`config.mk`:
```
export PLATFORM = sky130hd
export DESIGN_NAME = tone_symbol_assembler
export DESIGN_NICKNAME = d
export VERILOG_FILES = /design/src/rtl/tone_symbol_assembler.sv
export SDC_FILE = /design/constraint.sdc
export NUM_CORES = 1
export LEC_CHECK = 0
export CORE_UTILIZATION = 40
export CTS_BUF_LIST = sky130_fd_sc_hd__clkbuf_16
export DETAILED_ROUTE_END_ITERATION = 12
export SKIP_LAST_GASP = 1
export SLEW_MARGIN = 40
export SYNTH_ARGS = -nofsm -noshare
export SYNTH_HDL_FRONTEND = slang
export SYNTH_SLANG_ARGS = --single-unit
```
`constraint.sdc`:
```
create_clock -name clk_in -period 1.75 [get_ports clk_in]
set_input_delay 0.4375 -clock clk_in [delete_from_list [all_inputs] [get_ports clk_in]]
set_output_delay 0.4375 -clock clk_in [all_outputs]
set_load 0.05 [all_outputs]
```
`src/rtl/tone_symbol_assembler.sv`:
```
// Debounces per-analysis tone detections into symbols and frames START + 4 data tones
// (2 bits each, MSB first) into bytes delivered on a valid/ready handshake.
module tone_symbol_assembler #(
  parameter int unsigned STABLE_COUNT   = 3,
  parameter int unsigned TIMEOUT_CYCLES = 1_000_000,
  parameter logic [2:0]  START_TONE     = 3'd7
) (
  input  logic       clk_in,
  input  logic       rst_in,
  input  logic [2:0] tone_ident,
  input  logic       tone_valid,
  output logic [7:0] byte_out,
  output logic       byte_valid_out,
  input  logic       byte_ready_in,
  output logic       frame_error_out,
  output logic       overrun_out,
  output logic       busy_out
);

  localparam int unsigned RUN_W = $clog2(STABLE_COUNT + 1);
  localparam int unsigned TO_W  = (TIMEOUT_CYCLES > 1) ? $clog2(TIMEOUT_CYCLES) : 1;
  localparam logic [RUN_W-1:0] RUN_MAX = RUN_W'(STABLE_COUNT);
  localparam logic [TO_W-1:0]  TO_MAX  = TO_W'(TIMEOUT_CYCLES - 1);

  typedef enum logic {IDLE, DATA} state_t;

  logic [2:0]       last_ident;
  logic [RUN_W-1:0] run_cnt;
  logic [RUN_W-1:0] run_next;
  logic             same_ident;
  logic             sym_hit;
  logic             sym_evt;
  logic [2:0]       sym_ident;

  state_t           state, state_next;
  logic [1:0]       sym_cnt, sym_cnt_next;
  logic [5:0]       shreg, shreg_next;
  logic [TO_W-1:0]  timeout_cnt, timeout_next;
  logic [1:0]       data_bits;
  logic [7:0]       done_byte;
  logic             byte_done;
  logic             frame_err;

  // A symbol fires only on the strobe that brings the run up to STABLE_COUNT;
  // a saturated run of the same ident stays silent.
  always_comb begin
    same_ident = (tone_ident == last_ident);
    run_next   = RUN_W'(1);
    if (same_ident) begin
      run_next = (run_cnt == RUN_MAX) ? run_cnt : run_cnt + RUN_W'(1);
    end
    sym_hit = tone_valid && (tone_ident != 3'd0) && (run_next == RUN_MAX) &&
              !(same_ident && (run_cnt == RUN_MAX));
  end

  always_ff @(posedge clk_in) begin
    if (rst_in) begin
      last_ident <= '0;
      run_cnt    <= '0;
      sym_evt    <= 1'b0;
      sym_ident  <= '0;
    end else begin
      sym_evt <= sym_hit;
      if (sym_hit) begin
        sym_ident <= tone_ident;
      end
      if (tone_valid) begin
        last_ident <= tone_ident;
        run_cnt    <= run_next;
      end
    end
  end

  always_ff @(posedge clk_in) begin
    if (rst_in) begin
      state       <= IDLE;
      sym_cnt     <= '0;
      shreg       <= '0;
      timeout_cnt <= '0;
    end else begin
      state       <= state_next;
      sym_cnt     <= sym_cnt_next;
      shreg       <= shreg_next;
      timeout_cnt <= timeout_next;
    end
  end

  // Only six bits are held: the fourth symbol completes the byte combinationally.
  always_comb begin
    state_next   = state;
    sym_cnt_next = sym_cnt;
    shreg_next   = shreg;
    timeout_next = timeout_cnt;
    byte_done    = 1'b0;
    frame_err    = 1'b0;
    data_bits    = 2'(sym_ident - 3'd1);
    done_byte    = {shreg, data_bits};
    unique case (state)
      IDLE: begin
        if (sym_evt && (sym_ident == START_TONE)) begin
          state_next   = DATA;
          sym_cnt_next = '0;
          shreg_next   = '0;
          timeout_next = '0;
        end
      end
      DATA: begin
        timeout_next = timeout_cnt + TO_W'(1);
        if (sym_evt) begin
          timeout_next = '0;
          if (sym_ident == START_TONE) begin
            frame_err    = 1'b1;
            sym_cnt_next = '0;
            shreg_next   = '0;
          end else if ((sym_ident >= 3'd1) && (sym_ident <= 3'd4)) begin
            if (sym_cnt == 2'd3) begin
              byte_done    = 1'b1;
              state_next   = IDLE;
              sym_cnt_next = '0;
            end else begin
              shreg_next   = {shreg[3:0], data_bits};
              sym_cnt_next = sym_cnt + 2'd1;
            end
          end else begin
            frame_err  = 1'b1;
            state_next = IDLE;
          end
        end else if (timeout_cnt == TO_MAX) begin
          frame_err    = 1'b1;
          state_next   = IDLE;
          timeout_next = '0;
        end
      end
      default: state_next = IDLE;
    endcase
  end

  always_ff @(posedge clk_in) begin
    if (rst_in) begin
      byte_out        <= '0;
      byte_valid_out  <= 1'b0;
      frame_error_out <= 1'b0;
      overrun_out     <= 1'b0;
    end else begin
      frame_error_out <= frame_err;
      overrun_out     <= byte_done && byte_valid_out && !byte_ready_in;
      if (byte_done && (!byte_valid_out || byte_ready_in)) begin
        byte_out       <= done_byte;
        byte_valid_out <= 1'b1;
      end else if (byte_valid_out && byte_ready_in) begin
        byte_valid_out <= 1'b0;
      end
    end
  end

  assign busy_out = (state == DATA);

endmodule

```
==> flow_summary.ini <==
[outcome]
status = complete, no violations

[cells_and_area]
stdcell_area_sq_um = 3230
layout_commonest_cell = buf_4
finish.net_count = 344
insertedDiodeCount = 0
final_layout_size_suffix_gt1_share_pct = 28.8
fillers = 532
syn2layout_area_growth_pct = 36.7
final_cell_mix = buf_4 (44), dfxtp_1 (43), nor2_1 (34), nand2_1 (25), a21oi_1 (15)

[worst_setup_path]
regToRegEndpoint = timeout_cnt[16]
cp.arrival_ns = 1.95
reg2regPathDepth = 9
r2r_slack_ns = 0.01
path_class = reg -> reg
reg2reg_from = timeout_cnt[1]
crit_path_end_kind = register
critical_path.max_fanout = 6
worstSetupStartpoint = timeout_cnt[1]
cp.required_ns = 1.97
startpoint_type = register
crit_path_end = timeout_cnt[16]

[clocking]
numCtsBuffers = 5
cts.clk_slew.worst_paths_ns = 0.06
htreeDepth = 2
clk_latency_ns = 0.29
clk_path_buf_depth = 2
cts_tree = yes
clock_sinks = 49
root_buffer = clkbuf_16

[synth]
synthTopCellsByArea = dfxtp_1 (42%), mux2i_1 (5.9%), nor2_1 (5.6%), nand2_1 (4.1%), a21oi_1 (3.6%)
yosysSeqAreaShare_pct = 41.5
synth_top_area_share_pct = 41.5
synth_cell_types = 51
synth_area_sq_um = 2360
yosys.area.top_type = dfxtp_1
yosysWarnings = 0
ys_ff_latch = 49
syn_area_per_cell_sq_um = 8.55
syn-num-nets = 288
synth_cells = 276

[routing]
dr_total_vias = 2173
drc = 0
wire_per_inst_um = 13.5
routed_via_density = 5.37
drt-total-wl_um = 5470
drt_iter0_markers = 118
final_antenna_net_count = 0
drt_pass1_iterations = 4

[global_routing]
grt_start_max_net_pins = 23
antenna_found_initial = 0
use_met2_pct = 30.8
use_met1_pct = 21.8
grt_pass1_vias = 1998
top_usage_layer = met2
met3_usage_pct = 3.45
gr-usage-all-layers_pct = 17.8
grt_pass1_wl_um = 8840
overflow = 0

[hold_path]
hold_class = reg -> reg

[place]
pre_cts_slack_ns = -0.203
gp_congestion = 0.810
hpwl_um = 3720
placed_cell_area_sq_um = 2840
port_buffers = 18

[timing]
hold_viol_final = 0
timing.final.crit_share_pct = 99.2
maxSlewHeadroom_pct = 70.9
finalMaxSlewViolations = 0
clock.fmax_mhz = 576
finalWorstSetupSlack_ns = 0.0140
fin_crit_ns = 1.74
rsz0062_at_grt = yes
fin_skew_ns = 0.00727
tightest_slew_ns = 0.435
setup-violations-final = 0

[floorplan]
fp.dieH_um = 78.8
dieArea_sq_um = 6210
die_w_um = 78.8
boundaryPins = 19
core_area_sq_um = 5610
initial_core_util_pct = 42.1
rows = 27

[power_and_ir_drop]
max-vdd-ir-drop_mv = 0.452
p_leak_uw = 0.00122
p_per_area_nw_per_um2 = 714

[run]
drv_cap = 0
-- Yosys cell counts, drive strengths merged --
cell / count
and4: 2
buf: 7
nor3: 10
nor4: 3
nor4b: 1
nand4: 10
a22oi: 8
o21ai: 7
a41o: 2
xor2: 1
nor2: 35
inv: 10
or2: 2
dfxtp: 49
a211oi: 4
or3b: 1
or4: 2
mux2i: 14
nand3: 11
o211ai: 1
or3: 1
and2: 3
nand2: 27
nor3b: 2
a41oi: 4
ha: 5
a22o: 2
a211o: 2
clkbuf: 5
and3: 7
a21oi: 17
a31oi: 7
a21boi: 1
o211a: 1
xnor2: 5
nor4bb: 1
a21o: 1
nand2b: 5
-- area by class of cell --
class	count	area, sq um	area share [%]
repair buffers	61	559	17.3
clock buffers	5	125	3.88
clock inverters	3	43.8	1.36
flip-flops and latches	49	991	30.7
multi-input cells	205	1380	42.8
well taps	72	90.1	2.79
inverters	10	37.5	1.16
-- how the worst min path moves through the flow --
stage | end | cells after the start | slack (ns) | startpoint
2_1_floorplan | timeout_cnt[18] | 1 | 0.43 | timeout_cnt[18]
3_3_place_gp | sym_cnt[1] | 2 | 0.45 | sym_cnt[1]
3_5_place_dp | timeout_cnt[18] | 1 | 0.45 | timeout_cnt[18]
4_1_cts | timeout_cnt[18] | 1 | 0.46 | timeout_cnt[18]
5_1_grt | timeout_cnt[18] | 1 | 0.47 | timeout_cnt[18]
6_report | timeout_cnt[18] | 1 | 0.46 | timeout_cnt[18]
-- routing by layer --
metal / share of wire [%] / routed length [um]
met5: 0 / 0
met4: 1.3 / 72
met3: 2.7 / 145
met2: 48 / 2640
met1: 48 / 2620
-- report_power, final --
part	leakage, uW	internal (uW)	switching [uW]
Sequential	0.000399	1120	5.63
Combinational	0.000734	44.2	45.4
Clock	0.0000842	676	415
-- timing repair --
item | 4_1_cts | 5_1_grt
gates cloned | 0 | 4
hold buffers | 0 | 0
gates resized for setup | 2 | 34
pin swaps | 0 | 16
endpoints found under the setup margin | 7 | 27
setup buffers | 0 | 3
-- metrics by stage --
step	setup TNS [ns]	instances	hold slack (ns)	utilization, %	power, uW
floorplan	0	276	0.432	-	1190
global placement	-1.91	391	0.450	50.7	1240
detailed placement	-2.30	391	0.453	50.7	1240
CTS	0	399	0.461	53.8	2340
global route	-0.558	405	0.470	57.6	2390
finish	0	405	0.458	57.6	2310
-- flip-flops by register name, summed over array words and instances (netlist names) --
name / flops
busy_out: 1
sym_cnt: 2
last_ident: 3
shreg: 6
byte_valid_out: 1
frame_error_out: 1
byte_out: 8
overrun_out: 1
sym_ident: 3
sym_evt: 1
timeout_cnt: 20
run_cnt: 2
-- logic make-up after synthesis --
family / share of synthesized area (%)
and+or+nand+nor: 26.8
AOI/OAI and AO/OA: 16.7
DFF: 41.5
buffers and inverters: 4.19
muxes: 5.94
xor gates and xnor gates: 2.23
adders and majority gates: 2.65
-- worst max-delay path, stage by stage (launching register included) --
cell	delay [ns]
dfxtp_2	0.33
ha_4	0.16
nor4bb_4	0.14
and3_4	0.19
a211oi_4	0.25
buf_6	0.16
buf_6	0.11
clkbuf_16	0.14
a21oi_1	0.06
a21oi_1	0.13
Power figures use the tool's default switching activity.
